--- config.mk ---
export PLATFORM = sky130hd
export DESIGN_NAME = spi_burst_transactor_flat
export DESIGN_NICKNAME = d
export VERILOG_FILES = /design/src/rtl/spi_burst_transactor_if.sv /design/src/rtl/spi_burst_transactor.sv /design/src/flat_wrapper.sv
export SDC_FILE = /design/constraint.sdc
export NUM_CORES = 1
export LEC_CHECK = 0
export ABC_AREA = 1
export BUFFER_PORTS_ARGS = -buffer_cell sky130_fd_sc_hd__buf_2
export CORE_ASPECT_RATIO = 0.7
export CORE_MARGIN = 2
export CORE_UTILIZATION = 54
export DETAILED_ROUTE_END_ITERATION = 16
export GPL_TIMING_DRIVEN = 1
export MAX_ROUTING_LAYER = met4
export PLACE_DENSITY = 0.78
export REMOVE_ABC_BUFFERS = 1
export SYNTH_ARGS = -nofsm -noshare
export SYNTH_HDL_FRONTEND = slang
export SYNTH_SLANG_ARGS = --single-unit
--- constraint.sdc ---
create_clock -name clk -period 1.55 [get_ports clk]
set_input_delay 0.155 -clock clk [delete_from_list [all_inputs] [get_ports clk]]
set_output_delay 0.155 -clock clk [all_outputs]
set_load 0.01 [all_outputs]
--- src/rtl/spi_burst_transactor_if.sv ---
// Host and SPI-side signals of the burst shift engine.
// slave: the engine; master: the sequencer / clock divider / line side.
interface spi_burst_transactor_if #(
  parameter int DATA_W = 8,
  parameter int CNT_W  = 4
);
  logic              spi_clk_rising;
  logic              spi_clk_falling;
  logic              start;
  logic              abort;
  logic [CNT_W-1:0]  num_words;
  logic [DATA_W-1:0] tx_data;
  logic              tx_ready;
  logic [DATA_W-1:0] rx_data;
  logic              rx_valid;
  logic              done;
  logic              busy;
  logic              spi_mosi;
  logic              spi_miso;

  modport slave (
    input  spi_clk_rising, spi_clk_falling, start, abort, num_words, tx_data, spi_miso,
    output tx_ready, rx_data, rx_valid, done, busy, spi_mosi
  );

  modport master (
    output spi_clk_rising, spi_clk_falling, start, abort, num_words, tx_data, spi_miso,
    input  tx_ready, rx_data, rx_valid, done, busy, spi_mosi
  );
endinterface

--- src/rtl/spi_burst_transactor.sv ---
// SPI shift engine: bursts of num_words+1 words of DATA_W bits, driven by
// external SCK edge strobes from the clock divider.
//
// state    | meaning
// ST_IDLE  | no burst; MOSI parked at IDLE_MOSI
// ST_SHIFT | shifting bits of the current word
// ST_GAP   | word done, next word loads on the next falling strobe
module spi_burst_transactor #(
  parameter int DATA_W    = 8,
  parameter int CNT_W     = 4,
  parameter bit MSB_FIRST = 1'b1,
  parameter bit IDLE_MOSI = 1'b1
) (
  input  logic clk,
  input  logic rst_n,
  spi_burst_transactor_if.slave bus
);

  localparam int BC_W = $clog2(DATA_W);
  localparam logic [BC_W-1:0] LAST_BIT = BC_W'(DATA_W - 1);

  typedef enum logic [1:0] {
    ST_IDLE,
    ST_SHIFT,
    ST_GAP
  } state_t;

  state_t            state_q, state_d;
  logic [CNT_W-1:0]  words_left_q, words_left_d;
  logic [DATA_W-1:0] tx_shift_q, tx_shift_d;
  logic [DATA_W-1:0] rx_shift_q, rx_shift_d;
  logic [DATA_W-1:0] rx_data_q, rx_data_d;
  logic [BC_W-1:0]   bit_cnt_q, bit_cnt_d;
  logic              first_q, first_d;
  logic              mosi_q, mosi_d;
  logic              rx_valid_q, rx_valid_d;
  logic              done_q, done_d;

  logic              load;
  logic [DATA_W-1:0] rx_word;
  logic [DATA_W-1:0] tx_next;

  always_ff @(posedge clk or negedge rst_n) begin
    if (!rst_n) begin
      state_q      <= ST_IDLE;
      words_left_q <= '0;
      tx_shift_q   <= '0;
      rx_shift_q   <= '0;
      rx_data_q    <= '0;
      bit_cnt_q    <= '0;
      first_q      <= 1'b0;
      mosi_q       <= IDLE_MOSI;
      rx_valid_q   <= 1'b0;
      done_q       <= 1'b0;
    end else begin
      state_q      <= state_d;
      words_left_q <= words_left_d;
      tx_shift_q   <= tx_shift_d;
      rx_shift_q   <= rx_shift_d;
      rx_data_q    <= rx_data_d;
      bit_cnt_q    <= bit_cnt_d;
      first_q      <= first_d;
      mosi_q       <= mosi_d;
      rx_valid_q   <= rx_valid_d;
      done_q       <= done_d;
    end
  end

  always_comb begin
    state_d      = state_q;
    words_left_d = words_left_q;
    tx_shift_d   = tx_shift_q;
    rx_shift_d   = rx_shift_q;
    rx_data_d    = rx_data_q;
    bit_cnt_d    = bit_cnt_q;
    first_d      = first_q;
    mosi_d       = mosi_q;
    rx_valid_d   = 1'b0;
    done_d       = 1'b0;
    load         = 1'b0;

    rx_word = MSB_FIRST ? {rx_shift_q[DATA_W-2:0], bus.spi_miso}
                        : {bus.spi_miso, rx_shift_q[DATA_W-1:1]};
    tx_next = MSB_FIRST ? (tx_shift_q << 1) : (tx_shift_q >> 1);

    if (bus.abort) begin
      state_d = ST_IDLE;
      mosi_d  = IDLE_MOSI;
    end else begin
      case (state_q)
        ST_IDLE: begin
          if (bus.start) begin
            load         = 1'b1;
            words_left_d = bus.num_words;
            state_d      = ST_SHIFT;
          end
        end
        ST_SHIFT: begin
          // Rising wins when both strobes collide; the launch is dropped.
          if (bus.spi_clk_rising) begin
            rx_shift_d = rx_word;
            bit_cnt_d  = bit_cnt_q + 1'b1;
            first_d    = 1'b0;
            if (bit_cnt_q == LAST_BIT) begin
              rx_data_d  = rx_word;
              rx_valid_d = 1'b1;
              if (words_left_q == '0) begin
                done_d  = 1'b1;
                mosi_d  = IDLE_MOSI;
                state_d = ST_IDLE;
              end else begin
                words_left_d = words_left_q - 1'b1;
                state_d      = ST_GAP;
              end
            end
          end else if (bus.spi_clk_falling && !first_q) begin
            tx_shift_d = tx_next;
            mosi_d     = MSB_FIRST ? tx_next[DATA_W-1] : tx_next[0];
          end
        end
        ST_GAP: begin
          if (bus.spi_clk_falling && !bus.spi_clk_rising) begin
            load    = 1'b1;
            state_d = ST_SHIFT;
          end
        end
        default: state_d = ST_IDLE;
      endcase
    end

    // The preloaded first bit must survive the falling strobe that precedes
    // the word's first sample edge, hence first_d.
    if (load) begin
      tx_shift_d = bus.tx_data;
      mosi_d     = MSB_FIRST ? bus.tx_data[DATA_W-1] : bus.tx_data[0];
      bit_cnt_d  = '0;
      first_d    = 1'b1;
    end
  end

  assign bus.tx_ready = load;
  assign bus.rx_data  = rx_data_q;
  assign bus.rx_valid = rx_valid_q;
  assign bus.done     = done_q;
  assign bus.busy     = (state_q != ST_IDLE);
  assign bus.spi_mosi = mosi_q;

endmodule

--- src/flat_wrapper.sv ---
// flat-port wrapper written by rule: the top's interface ports become plain ports
module spi_burst_transactor_flat 
#(
  parameter int DATA_W    = 8,
  parameter int CNT_W     = 4,
  parameter bit MSB_FIRST = 1'b1,
  parameter bit IDLE_MOSI = 1'b1
)
  (clk, rst_n, bus_spi_clk_rising, bus_spi_clk_falling, bus_start, bus_abort, bus_num_words, bus_tx_data, bus_spi_miso, bus_tx_ready, bus_rx_data, bus_rx_valid, bus_done, bus_busy, bus_spi_mosi);
  spi_burst_transactor_if #(.DATA_W(DATA_W), .CNT_W(CNT_W)) bus_i ();
  input  logic clk;
  input  logic rst_n;
  input wire logic [$bits(bus_i.spi_clk_rising)-1:0] bus_spi_clk_rising;
  input wire logic [$bits(bus_i.spi_clk_falling)-1:0] bus_spi_clk_falling;
  input wire logic [$bits(bus_i.start)-1:0] bus_start;
  input wire logic [$bits(bus_i.abort)-1:0] bus_abort;
  input wire logic [$bits(bus_i.num_words)-1:0] bus_num_words;
  input wire logic [$bits(bus_i.tx_data)-1:0] bus_tx_data;
  input wire logic [$bits(bus_i.spi_miso)-1:0] bus_spi_miso;
  output wire logic [$bits(bus_i.tx_ready)-1:0] bus_tx_ready;
  output wire logic [$bits(bus_i.rx_data)-1:0] bus_rx_data;
  output wire logic [$bits(bus_i.rx_valid)-1:0] bus_rx_valid;
  output wire logic [$bits(bus_i.done)-1:0] bus_done;
  output wire logic [$bits(bus_i.busy)-1:0] bus_busy;
  output wire logic [$bits(bus_i.spi_mosi)-1:0] bus_spi_mosi;
  assign bus_i.spi_clk_rising = bus_spi_clk_rising;
  assign bus_i.spi_clk_falling = bus_spi_clk_falling;
  assign bus_i.start = bus_start;
  assign bus_i.abort = bus_abort;
  assign bus_i.num_words = bus_num_words;
  assign bus_i.tx_data = bus_tx_data;
  assign bus_i.spi_miso = bus_spi_miso;
  assign bus_tx_ready = bus_i.tx_ready;
  assign bus_rx_data = bus_i.rx_data;
  assign bus_rx_valid = bus_i.rx_valid;
  assign bus_done = bus_i.done;
  assign bus_busy = bus_i.busy;
  assign bus_spi_mosi = bus_i.spi_mosi;
  spi_burst_transactor #(.DATA_W(DATA_W), .CNT_W(CNT_W), .MSB_FIRST(MSB_FIRST), .IDLE_MOSI(IDLE_MOSI)) u_core (.clk(clk), .rst_n(rst_n), .bus(bus_i));
endmodule
Word level (Yosys, flattened, before mapping). Cells that the tools add are included.

Output and inout port bits: 13. Memories kept: 0. Bits in writable memories: 0. Flip-flop bits (word level): 35. Bits in latches: 0. ROM bits: 0. Bits of input ports: 19.

$add $sub $neg: 2. Multipliers: 0. Shift operators: 0. Divide/modulo/power cells: 0. Muxes and demuxes: 45. Magnitude comparators: 0. Equal/unequal tests: 15. Reductions and logical operators: 20. Bitwise logic cells: 1.

Operators by type and width (count): 7-bit two-way mux (5); 1-bit two-way mux (23); 4-bit two-way mux (4); 4-bit AND reduction (4); 2-bit two-way mux (6); 3-bit two-way mux (4); 2-bit nonzero test (5); 4-bit by 1-bit != test with 1-bit output, second input constant (2); 4-bit case mux with 2 select lines (1); 2-bit by 1-bit != test with 1-bit output, second input constant (3); 2-bit != test, second input constant (3); 3-bit by 2-bit != test with 1-bit output, second input constant (2); 3-bit != test, second input constant (2); 2-bit case mux with 3 select lines (1); 3-bit AND reduction (2); 6-bit AND reduction (1); 4-bit logical NOT (1); 4-bit nonzero test (1); 4-bit by 1-bit subtractor with 4-bit output, second input constant (1); 3-bit by 1-bit adder with 3-bit output, second input constant (1); 3-bit == test, second input constant (1); 3-bit nonzero test (1); 2-bit by 1-bit == test with 1-bit output, second input constant (1); 2-bit == test, second input constant (1); 5 further kinds (7).

Depth between registers and ports, before layout.
Depth after elaboration: 7. Depth in mapped cells: 10. Mapped depth without buffers: 10.

Worst setup path before layout. Ideal clock, no wire load.

Path kind: reg-to-reg. Start: register u_core.bit_cnt_q[0]. End: register u_core.words_left_q[0]. Data arrival time: 1243 ps. Period minus slack after synthesis: 1371 ps. Required time: 1422 ps. Path slack: 179 ps. Buffers on the path: 0. Stages on the path, launching flop included: 9. Cell sequence: dfrtp_1 -> ha_1 -> ha_1 -> nand2_1 -> inv_1 -> a21oi_1 -> nor2_2 -> nand2_1 -> o21ai_0.

Longest elaborated chain between the ends: 3.

RTL lines: from (decl) (RTL line spi_burst_transactor.sv:33) `logic [BC_W-1:0] bit_cnt_q, bit_cnt_d;`; from (signal assigned) (RTL line spi_burst_transactor.sv:61) `bit_cnt_q <= bit_cnt_d;`; 3-bit == test (RTL line spi_burst_transactor.sv:104) `if (bit_cnt_q == LAST_BIT) begin`; 2-bit by 1-bit != test with 1-bit output (no source line); 6-bit AND reduction (no source line); to (signal assigned) (RTL line spi_burst_transactor.sv:57) `words_left_q <= words_left_d;`; to (decl) (RTL line spi_burst_transactor.sv:29) `logic [CNT_W-1:0] words_left_q, words_left_d;`.

Every way passes these cells. A chain may end at the register's enable or synchronous reset.

Final worst setup path.
Start: register u_core.state_q[1]. End: output bus_tx_ready.

Longest elaborated chain between the ends: 3. Elaborated cells between the ends (all ways): 4. Classes of those cells: eq/ne: 1; mux: 2; reduce/logical: 1.

RTL lines: from (decl) (RTL line spi_burst_transactor.sv:28) `state_t state_q, state_d;`; from (signal assigned) (RTL line spi_burst_transactor.sv:56) `state_q <= state_d;`; 2-bit == test / 2-bit logical NOT (equally long branches) (RTL line spi_burst_transactor.sv:90) `case (state_q)`; 1-bit case mux with 2 select lines (*) (RTL line spi_burst_transactor.sv:90); 1-bit two-way mux (*) (RTL line spi_burst_transactor.sv:86) `if (bus.abort) begin`; to (decl) (RTL line flat_wrapper.sv:20) `output wire logic [$bits(bus_i.tx_ready)-1:0] bus_tx_ready;`.

Every way passes the cells marked *; elsewhere a longest branch is shown, timed or not.

==> qor.csv <==
stage,metric,value,unit
outcome,outcome,finished clean,
critical_path,startpoint,u_core.state_q[1],
global_route,grt-ovfl-total,0,
yosys,avgSynthCellArea,7.924,um2
critical_path,worst_ep_required_time,1.39,ns
global_route,antenna_found_initial,0,
critical_path,worst-path-buf-inv,3,
finish,layout-drive-gt1-share,0.2595,
timing,fin_crit,1.503,ns
critical_path,timing.rr.end,u_core.words_left_q[2],
power,irDropWorstVdd,0.0008294,V
timing,hold_viol,0,
critical_path,cp-end-kind,output port,
critical_path,cp-endpoint,bus_tx_ready,
critical_path,crit_fanout,10,
clock_network,cts_root_buffer,clkbuf_8,
critical_path,r2r_start,u_core.bit_cnt_q[0],
die,rows,17,
yosys,synth_seq_cells,35,
route,first_iter_violations,111,
placed_design,dp_cells,288,
clock_network,clockBufferDepth,2,
clock_network,cts_sinks,35,
global_route,grt.total_usage,0.2200,
finish,stdcell_count,300,
timing,slew_violations,0,
clock_network,cts_tree,built,
yosys,ys_types,23,
placed_design,gp_congestion,0.8126,
timing,fmax,665.2,MHz
timing,rsz0062_at_grt,yes,
route,vias,1483,
die,ios,32,
global_route,grt_max_degree,36,
critical_path,cp_data_arrival_time,1.35,ns
power,p_leak,1.174,nW
timing,clock_skew,0.006069,ns
clock_network,h-tree-depth,2,
die,dieArea,3690,um2
timing,worstMarginPinSlew,0.4321,ns
critical_path,r2r_slack,0.07,ns
route,routed_wl,3.437,mm
clock_network,clock_latency,0.29,ns
global_route,grt_pass1_wl,5.954,mm
timing,relSlewSlack,0.7119,
finish,num-fill-cells,262,
yosys,synth_cells,219,
critical_path,cpMaxStageDelayCell,dfrtp_1,
route,firstDrtPassIters,4,
route,drcViolationCount,0,
route,postRouteAntennaNets,0,
timing,finalCritPeriodShare,0.9699,
placed_design,dp_hpwl,2.380,mm
die,core_area,3105,um2
timing,setup_tns,0,ns
die,die_height,51.43,um
clock_network,path_clk_slew,0.07,ns
finish,fin_nets,283,
die,fp.dieW,71.76,um
critical_path,cp_cell_sequence,buf_4 > nor2_2 > nand2_2 > nand2_4 > nand2_8 > inv_4 > buf_2,
finish,syn_to_final_growth,20.62,%
critical_path,crit_path_start_kind,register,
critical_path,path_depth,7,
clock_network,cts_made_buffers,5,
critical_path,max_stage_delay,0.38,ns
yosys,yosysSeqAreaShare,0.5054,
timing,final-setup-viol-count,0,
run,drv_cap,0,
critical_path,r2r.worst_path.cells,8,
die,start_util,0.5588,
hold_path,hold_start,bus_tx_data[0],
critical_path,crit_type,register to output port,
global_route,grt_pass1_vias,1320,
timing,whs,0.05664,ns
power,power_per_cell_area,1484,nW/um2
finish,n_antenna_cell,0,
critical_path,cpLargestDelayFamily,flip-flops,
yosys,synth_area,1735,um2
route,wl_per_cell,11.46,um
hold_path,hold_class,primary input to register,
placed_design,numPortBuffers,31,
route,via_per_inst,4.943,
yosys,ys_warn_count,0,
## stage by stage
step	total power, mW	instance area (um2)	util	setup slack (ns)
3_3_place_gp	2.363	1944	0.6261	0.1141
6_report	3.107	2093	0.6741	0.04663
2_1_floorplan	2.080	1704	-	0.1792
3_5_place_dp	2.400	1944	0.6261	0.03896
4_1_cts	3.100	2073	0.6676	0.01735
5_1_grt	3.376	2093	0.6741	-0.03023
## worst min path at each step
stage                                   endpoint  slack, ns  depth (start not counted)
after floorplan              u_core.bit_cnt_q[0]      -0.14                          0
after global placement    u_core.words_left_q[1]       0.21                          2
after detailed placement  u_core.words_left_q[2]       0.21                          2
after CTS                   u_core.tx_shift_q[0]       0.05                          3
after global routing        u_core.tx_shift_q[0]       0.08                          3
final                       u_core.tx_shift_q[0]       0.06                          3
## layout make-up
type                    count  area, um2  area share
inverters                  29      111.4     0.05320
multi-input cells         151      754.5      0.3604
flip-flops and latches     35      878.3      0.4196
well taps                  38      47.55     0.02271
clock buffers               5      68.82     0.03288
clock inverters             3      15.01    0.007173
repair buffers             39      217.7      0.1040
## flip-flops by register name, indices dropped and copies added, names as in the netlist
register	count
u_core.state_q	2
u_core.bus.done	1
u_core.bus.spi_mosi	1
u_core.words_left_q	4
u_core.bus.rx_valid	1
u_core.bus.rx_data	8
u_core.first_q	1
u_core.bit_cnt_q	3
u_core.tx_shift_q	7
u_core.rx_shift_q	7
## worst min-delay path, delay by kind of cell
family        cells  cell delay (ns)
simple gates      2             0.09
buf+inv           1             0.07
## cell usage after synthesis, drive strengths merged
| library cell | instances | area (um2) |
|---|---|---|
| nand3 | 24 | 125.1 |
| a21oi | 1 | 5.000 |
| or2 | 3 | 18.77 |
| nand2 | 78 | 317.8 |
| xor2 | 1 | 8.760 |
| o21ai | 24 | 120.1 |
| inv | 29 | 108.9 |
| nand4 | 2 | 12.51 |
| o211ai | 2 | 15.01 |
| nor2 | 12 | 57.55 |
| dfrtp | 34 | 850.8 |
| dfstp | 1 | 26.28 |
| ha | 3 | 37.54 |
| buf | 5 | 31.28 |
## cells in the final DEF, fill, tap and decap left out, types with 5 or more instances in the layout
cell type,synthesis,routed
buf_4,0,7
inv_1,25,25
clkbuf_8,0,5
buf_2,4,31
dfrtp_1,34,33
o21ai_0,18,18
nand3_1,23,23
nand2_2,4,5
o21ai_1,6,6
nor2_1,9,8
nand2_1,72,70
## layer usage
layer | track usage | wire length [um] | vias to the layer above
met5 | - | 0 | -
met4 | 0.1069 | 53 | 0
met3 | 0.05720 | 149 | 6
met2 | 0.2932 | 1419 | 30
met1 | 0.3107 | 1816 | 671
li1 | - | - | 776
## report_power, final
group,leakage [nW],internal [mW],total (mW),switching [mW]
logic,0.670,0.434,1.10,0.670
registers,0.457,1.21,1.36,0.153
clock network,0.0477,0.307,0.644,0.337
## cells by family after synthesis
kind of cell,after synthesis,synth area share
buffers and inverters,34,0.08075
xor gates and xnor gates,1,0.005048
AOI/OAI and AO/OA,27,0.08075
adders and majority gates,3,0.02163
and+or+nand+nor,119,0.3064
DFF,35,0.5054
## repair_timing
action / 4_1_cts / 5_1_grt
hold endpoints to repair: 34 / 0
setup buffers: 1 / 1
gates cloned: 1 / 0
resized for setup: 3 / 5
pin swaps: 2 / 1
endpoints found under the setup margin: 1 / 5
hold buffers: 1 / 0
Note: power is estimated with default switching activity, not from simulation.
